==> src/rtl/bcd2bin_seq.sv <==
// bcd2bin_seq: sequential packed-BCD to binary converter.
// Consumes one BCD digit per clock, most significant digit first, using
// acc = acc*10 + digit. A conversion takes N_DIGITS cycles after start.
//
// state | meaning
// ------+------------------------------------------------------------
// IDLE  | waiting for start; binary/err hold the last completed result
// CONV  | accumulating one digit per clock from the top of the shift reg
//
// Ports:
//   clk     system clock, rising edge
//   rst     synchronous active-high reset
//   start   conversion request, sampled only while busy=0
//   bcd_in  packed BCD, digit 0 in [3:0]
//   busy    conversion in progress
//   done    one-cycle pulse, result valid
//   err     last converted input had a nibble > 9
//   binary  converted value, held between done pulses
module bcd2bin_seq #(
    parameter int N_DIGITS = 8,
    parameter int OUT_W    = 27
) (
    input  logic                  clk,
    input  logic                  rst,
    input  logic                  start,
    input  logic [4*N_DIGITS-1:0] bcd_in,
    output logic                  busy,
    output logic                  done,
    output logic                  err,
    output logic [OUT_W-1:0]      binary
);

    localparam int CNT_W = (N_DIGITS > 1) ? $clog2(N_DIGITS) : 1;
    localparam int SR_W  = 4 * N_DIGITS;
    localparam int ACC_W = OUT_W + 4;
    localparam logic [CNT_W-1:0] LAST = CNT_W'(N_DIGITS - 1);

    typedef enum logic {IDLE, CONV} state_t;

    state_t           state, state_nxt;
    logic [SR_W-1:0]  sreg, sreg_nxt;
    logic [OUT_W-1:0] acc, acc_nxt;
    logic [CNT_W-1:0] cnt, cnt_nxt;
    logic             bad, bad_nxt;
    logic             done_nxt, err_nxt;
    logic [OUT_W-1:0] binary_nxt;

    logic [3:0]       d;
    logic [ACC_W-1:0] acc_wide;
    logic [ACC_W-1:0] step;
    logic             bad_step;

    // Multiply by ten as shift-and-add, carried 4 bits wider than the result.
    assign d        = sreg[SR_W-1 -: 4];
    assign acc_wide = {4'b0, acc};
    assign step     = (acc_wide << 3) + (acc_wide << 1) + ACC_W'(d);
    assign bad_step = bad | (d > 4'd9);

    assign busy = (state == CONV);

    always_comb begin
        state_nxt  = state;
        sreg_nxt   = sreg;
        acc_nxt    = acc;
        cnt_nxt    = cnt;
        bad_nxt    = bad;
        done_nxt   = 1'b0;
        err_nxt    = err;
        binary_nxt = binary;
        case (state)
            IDLE: begin
                if (start) begin
                    sreg_nxt  = bcd_in;
                    acc_nxt   = '0;
                    cnt_nxt   = '0;
                    bad_nxt   = 1'b0;
                    state_nxt = CONV;
                end
            end
            CONV: begin
                acc_nxt  = step[OUT_W-1:0];
                sreg_nxt = sreg << 4;
                cnt_nxt  = cnt + CNT_W'(1);
                bad_nxt  = bad_step;
                if (cnt == LAST) begin
                    // Invalid input never exposes a partial value.
                    binary_nxt = bad_step ? '0 : step[OUT_W-1:0];
                    err_nxt    = bad_step;
                    done_nxt   = 1'b1;
                    state_nxt  = IDLE;
                end
            end
            default: state_nxt = IDLE;
        endcase
    end

    always_ff @(posedge clk) begin
        if (rst) begin
            state  <= IDLE;
            sreg   <= '0;
            acc    <= '0;
            cnt    <= '0;
            bad    <= 1'b0;
            done   <= 1'b0;
            err    <= 1'b0;
            binary <= '0;
        end else begin
            state  <= state_nxt;
            sreg   <= sreg_nxt;
            acc    <= acc_nxt;
            cnt    <= cnt_nxt;
            bad    <= bad_nxt;
            done   <= done_nxt;
            err    <= err_nxt;
            binary <= binary_nxt;
        end
    end

endmodule

==> config.mk <==
export PLATFORM = sky130hd
export DESIGN_NAME = bcd2bin_seq
export DESIGN_NICKNAME = d
export VERILOG_FILES = /design/src/rtl/bcd2bin_seq.sv
export SDC_FILE = /design/constraint.sdc
export NUM_CORES = 1
export LEC_CHECK = 0
export CELL_PAD_IN_SITES_DETAIL_PLACEMENT = 0
export CELL_PAD_IN_SITES_GLOBAL_PLACEMENT = 1
export CORE_UTILIZATION = 35
export CTS_BUF_LIST = sky130_fd_sc_hd__clkbuf_4 sky130_fd_sc_hd__clkbuf_8
export DETAILED_ROUTE_END_ITERATION = 10
export HOLD_SLACK_MARGIN = 0.02
export PLACE_DENSITY = 0.72
export SYNTH_ARGS = -nofsm -noshare
export SYNTH_HDL_FRONTEND = slang
export SYNTH_SLANG_ARGS = --single-unit
==> constraint.sdc <==
create_clock -name clk -period 8.42 [get_ports clk]
set_clock_uncertainty 0.2 [all_clocks]
set_input_delay 1.263 -clock clk [delete_from_list [all_inputs] [get_ports clk]]
set_output_delay 1.263 -clock clk [all_outputs]
set_load 0.02 [all_outputs]
# ---- After elaboration in Yosys (flattened, before gate mapping)
# Cells that the tools add are included.
dict set report word_totals {
  regBits 92
  output_inout_bits 30
  word_cells 31
}
dict set report op_classes {
  n_addsub 3
  order_cmp 1
  eq_ne 2
  n_mux 13
  n_bitwise 2
  reduce_logical 2
}
# op n
set ops {}
lappend ops {{one-hot mux 32 bit (2 select lines)} 1}
lappend ops {{one-hot mux 26 bit (2 select lines)} 1}
lappend ops {{2-to-1 mux 32 bit} 1}
lappend ops {{adder 27 bit} 1}
lappend ops {{adder 27 x 4 -> 27 bit} 1}
lappend ops {{2-to-1 mux 27 bit} 1}
lappend ops {{2-to-1 mux 26 bit} 1}
lappend ops {{one-hot mux 3 bit (2 select lines)} 1}
lappend ops {{greater-than comparator 4 bit, second input constant} 1}
lappend ops {{2-to-1 mux 1 bit} 4}
lappend ops {{one-hot mux 1 bit (2 select lines)} 2}
lappend ops {{adder 3 x 1 -> 3 bit, second input constant} 1}
lappend ops {{equality test 3 bit, second input constant} 1}
lappend ops {{2-to-1 mux 3 bit} 1}
lappend ops {{inequality test 2 bit, second input constant} 1}
lappend ops {{AND reduction 2 bit} 1}
lappend ops {{OR reduction 2 bit} 1}
lappend ops {{inverter 1 bit} 1}
lappend ops {{OR 1 bit} 1}

# ---- Depth between registers and ports, before layout
dict set report depth {
  word_depth 3
  ltp_mapped 11
  mapped_depth_nobuf 11
}

# ---- Worst setup path after synthesis
# OpenSTA, ideal clock, no wires.
dict set report synth_timing {
  path_kind {register to register}
  startpoint {register sreg[31]}
  endpoint {register binary[20]}
  t_arrival_ns 2.492
  required_time_ns 8.098
  path_slack_ns 5.606
  path_stages_with_launch 11
  path_buffers 0
  synth_period_minus_slack_ns 2.814
  path_cell_list {dfxtp_1 inv_1 fa_1 fa_1 nor2b_1 o2111ai_1 a21oi_2 nor2_1 o311ai_2 xnor2_1 o21ai_1}
}
dict set report synth_between {
  elab_chain_len 3
  word_cells_on_any_way 4
  classes_between {add/sub: 1; order compare: 1; mux: 1; bitwise: 1}
}
# item line_no
set synth_rtl {}
lappend synth_rtl {{start, declared} 41} ;# logic [SR_W-1:0] sreg, sreg_nxt;
lappend synth_rtl {{start signal, assigned} 109} ;# sreg <= sreg_nxt;
lappend synth_rtl {{parallel branches: the longest is 2 deep, another holds adder 27 x 4 -> 27 bit} --}
lappend synth_rtl {{2-to-1 mux 27 bit (*)} 87} ;# binary_nxt = bad_step ? '0 : step[OUT_W-1:0];
lappend synth_rtl {{end signal, assigned} 115} ;# binary <= binary_nxt;
lappend synth_rtl {{end, declared} 30} ;# output logic [OUT_W-1:0] binary
# Every way passes the cells marked *.
# A chain may end at the register's enable or synchronous reset.

# ---- Final worst setup path
dict set report layout_timing {
  startpoint {register sreg[31]}
  endpoint {register binary[12]}
}
# The elaborated chain is that of the path after synthesis.

==> impl_metrics.env <==
export IMPL_status="finished, final reports clean"
export IMPL_syn_nets=657
export IMPL_vias=4186
export IMPL_die_x_um=122
export IMPL_hold_violations=0
export IMPL_cellLeakagePower_nw=2.61
export IMPL_die_y_um=122
export IMPL_syn_inst=570
export IMPL_cts_sinks=92
export IMPL_hold_worst_slack_ns=0.261
export IMPL_vias_per_cell=5.23
export IMPL_antenna_found_initial=0
export IMPL_max_freq_mhz=319
export IMPL_clk_pin_slew_worst_paths_ns=0.09
export IMPL_cts_tree="built"
export IMPL_ant_nets=0
export IMPL_fin_nets=703
export IMPL_path_max_fanout=3
export IMPL_wl_per_cell_um=15.4
export IMPL_max_stage_delay_ns=0.52
export IMPL_cts_buffer_depth=2
export IMPL_crit_type="flip-flop to flip-flop"
export IMPL_hp_class="flip-flop to flip-flop"
export IMPL_required_ns=8.53
export IMPL_ys_types=53
export IMPL_wl_um=12300
export IMPL_min_period_ns=3.13
export IMPL_max_slew_margin_pct=28.4
export IMPL_multiInputGateArea_sq_mm=0.00303
export IMPL_grt_pass1_wl_um=20300
export IMPL_placed_area_sq_mm=0.00581
export IMPL_cts_root_buf="clkbuf_8"
export IMPL_cp_slowest_cell="fa_1"
export IMPL_dp_hpwl_um=9000
export IMPL_area_growth_syn_to_layout_pct=19.4
export IMPL_finalCritPeriodShare_pct=37.2
export IMPL_drc=0
export IMPL_drv_slew=0
export IMPL_core_area_sq_mm=0.0140
export IMPL_netlist_area_sq_mm=0.00505
export IMPL_startpoint_type="flip-flop"
export IMPL_nFillCells=1422
export IMPL_ff_latch_area_sq_mm=0.00184
export IMPL_irDropWorstVdd_mv=0.0921
export IMPL_rsz0062_at_grt="no"
export IMPL_yosys_warnings=0
export IMPL_die_area_sq_mm=0.0149
export IMPL_first_pass_iters=5
export IMPL_path_common_cell="fa_1"
export IMPL_gp_congestion=0.903
export IMPL_setup_viol=0
export IMPL_synth_edff_count=0
export IMPL_postLayoutCellArea_sq_mm=0.00602
export IMPL_htreeDepth=3
export IMPL_antenna_cells=0
export IMPL_clock_latency_ns=0.38
export IMPL_grt_usage_pct=17.5
export IMPL_io_pin_count=65
export IMPL_grt_max_degree=84
export IMPL_seq_area_frac_synth_pct=36.5
export IMPL_ys_ff_latch=92
export IMPL_cts_resized=0
export IMPL_tightest_slew_ns=1.07
export IMPL_tns_ns=0
export IMPL_max_cap_viol_count=0
export IMPL_synthFlopType="dfxtp_1"
export IMPL_cts_buffers_inserted=9
export IMPL_cts_setup_buffers=0
export IMPL_num_rows=43
export IMPL_layout_drive_gt1_share_pct=6.76
export IMPL_worstPathArrival_ns=3.25
export IMPL_power_density_mw_per_mm2=145
export IMPL_crit_chain="inv_1 -> fa_1 -> fa_1 -> nor2b_1 -> o2111ai_1 -> nand2_1 -> a21boi_1 -> nand2b_1 -> a2111o_1 -> o21ai_1"
export IMPL_overflow=0
export IMPL_drtIter0Drc=279
export IMPL_port_buffers=64
export IMPL_syn_avg_cell_area_sq_um=8.85
export IMPL_hold_buffers=0
export IMPL_grt_pass1_vias=4004
export IMPL_crit_path_end_kind="flip-flop"
export IMPL_synthArstFlopShare_pct=0
export IMPL_start_util_pct=36.1
[power breakdown]
group / switching (mW) / leakage [nW] / internal (mW)
clock network: 0.166 / 0.114 / 0.171
registers: 0.00665 / 0.747 / 0.446
logic: 0.0455 / 1.75 / 0.0364
total: 0.218 / 2.61 / 0.653
[per-layer routing]
| layer | GRT usage [%] | part of all wire, % | vias up |
|---|---|---|---|
| li1 | - | - | 2142 |
| met1 | 22.5 | 48 | 1932 |
| met2 | 27.9 | 46 | 89 |
| met3 | 4.40 | 4.0 | 23 |
| met4 | 7.09 | 2.3 | 0 |
| met5 | 0 | 0 | - |
[sequential cells by signal, indices dropped and copies added, names as in the netlist]
name / cells
acc: 26
busy: 1
sreg: 32
bad: 1
done: 1
err: 1
binary: 27
cnt: 3
[final cells by class]
class | count | share of cell area, %
Clock inverter | 6 | 1.45
Multi-Input combinational cell | 433 | 50.3
Tap cell | 180 | 3.74
Inverter | 11 | 0.685
Clock buffer | 10 | 2.18
Sequential cell | 92 | 30.6
Timing Repair Buffer | 69 | 11.1
[final timing paths]
path / slack (ns) / end / start / cells after the start
setup / recovery: 5.29 / binary[12] / sreg[31] / 10
setup reg to reg: 5.29 / binary[12] / sreg[31] / 10
hold / removal: 0.26 / binary[3] / binary[3] / 2
hold reg to reg: 0.26 / binary[3] / binary[3] / 2
[critical path: cells and delay by family (launching register included)]
| family | cells | cell delay (ns) |
|---|---|---|
| AOI/OAI and AO/OA | 4 | 0.91 |
| adders and majority gates | 2 | 1.00 |
| buffers and inverters | 1 | 0.07 |
| DFF | 1 | 0.34 |
| and+or+nand+nor | 3 | 0.55 |
[through the flow]
step                setup slack (ns)  power [mW]  utilization (%)  cells
floorplan                       5.61       0.513                -    570
global placement                5.08       0.544             41.5    785
detailed placement              5.09       0.545             41.5    785
CTS                             5.26       0.885             43.1    801
global route                    5.11       0.911             43.1    801
finish                          5.29       0.872             43.1    801
[cell usage in the layout, fill, tap and decap left out, types with 14 or more instances in the layout]
master and n:
o21ai_0 15, nand2_1 35, ha_1 50, dfxtp_1 91, clkdlybuf4s50_1 62, a22o_1 21, a21oi_1 60, nor2_1 90
xnor2_1 14, mux2i_1 33
[logic make-up after synthesis]
group                      synth area share (%)
and+or+nand+nor                            15.5
AOI/OAI and AO/OA                          21.0
DFF                                        36.5
xor gates and xnor gates                   3.65
adders and majority gates                  13.2
buffers and inverters                      3.57
muxes                                      6.55
[cell usage after synthesis (all sizes together), types with 4 or more instances]
cell	number	area (sq um)
mux2i	33	330
nand3	8	40.0
and3	12	75.1
o21ai	26	134
a32o	5	50.1
nand2	35	131
nor2	90	338
dfxtp	92	1840
clkbuf	18	67.6
ha	50	626
a211oi	5	42.5
a22o	21	184
nand4	5	31.3
a21oi	66	349
xor2	7	61.3
a21o	6	45.0
inv	11	41.3
o21bai	4	33.8
xnor2	14	123
nor3	11	55.1
buf	16	71.3
Note: power is estimated with default switching activity, not from simulation.
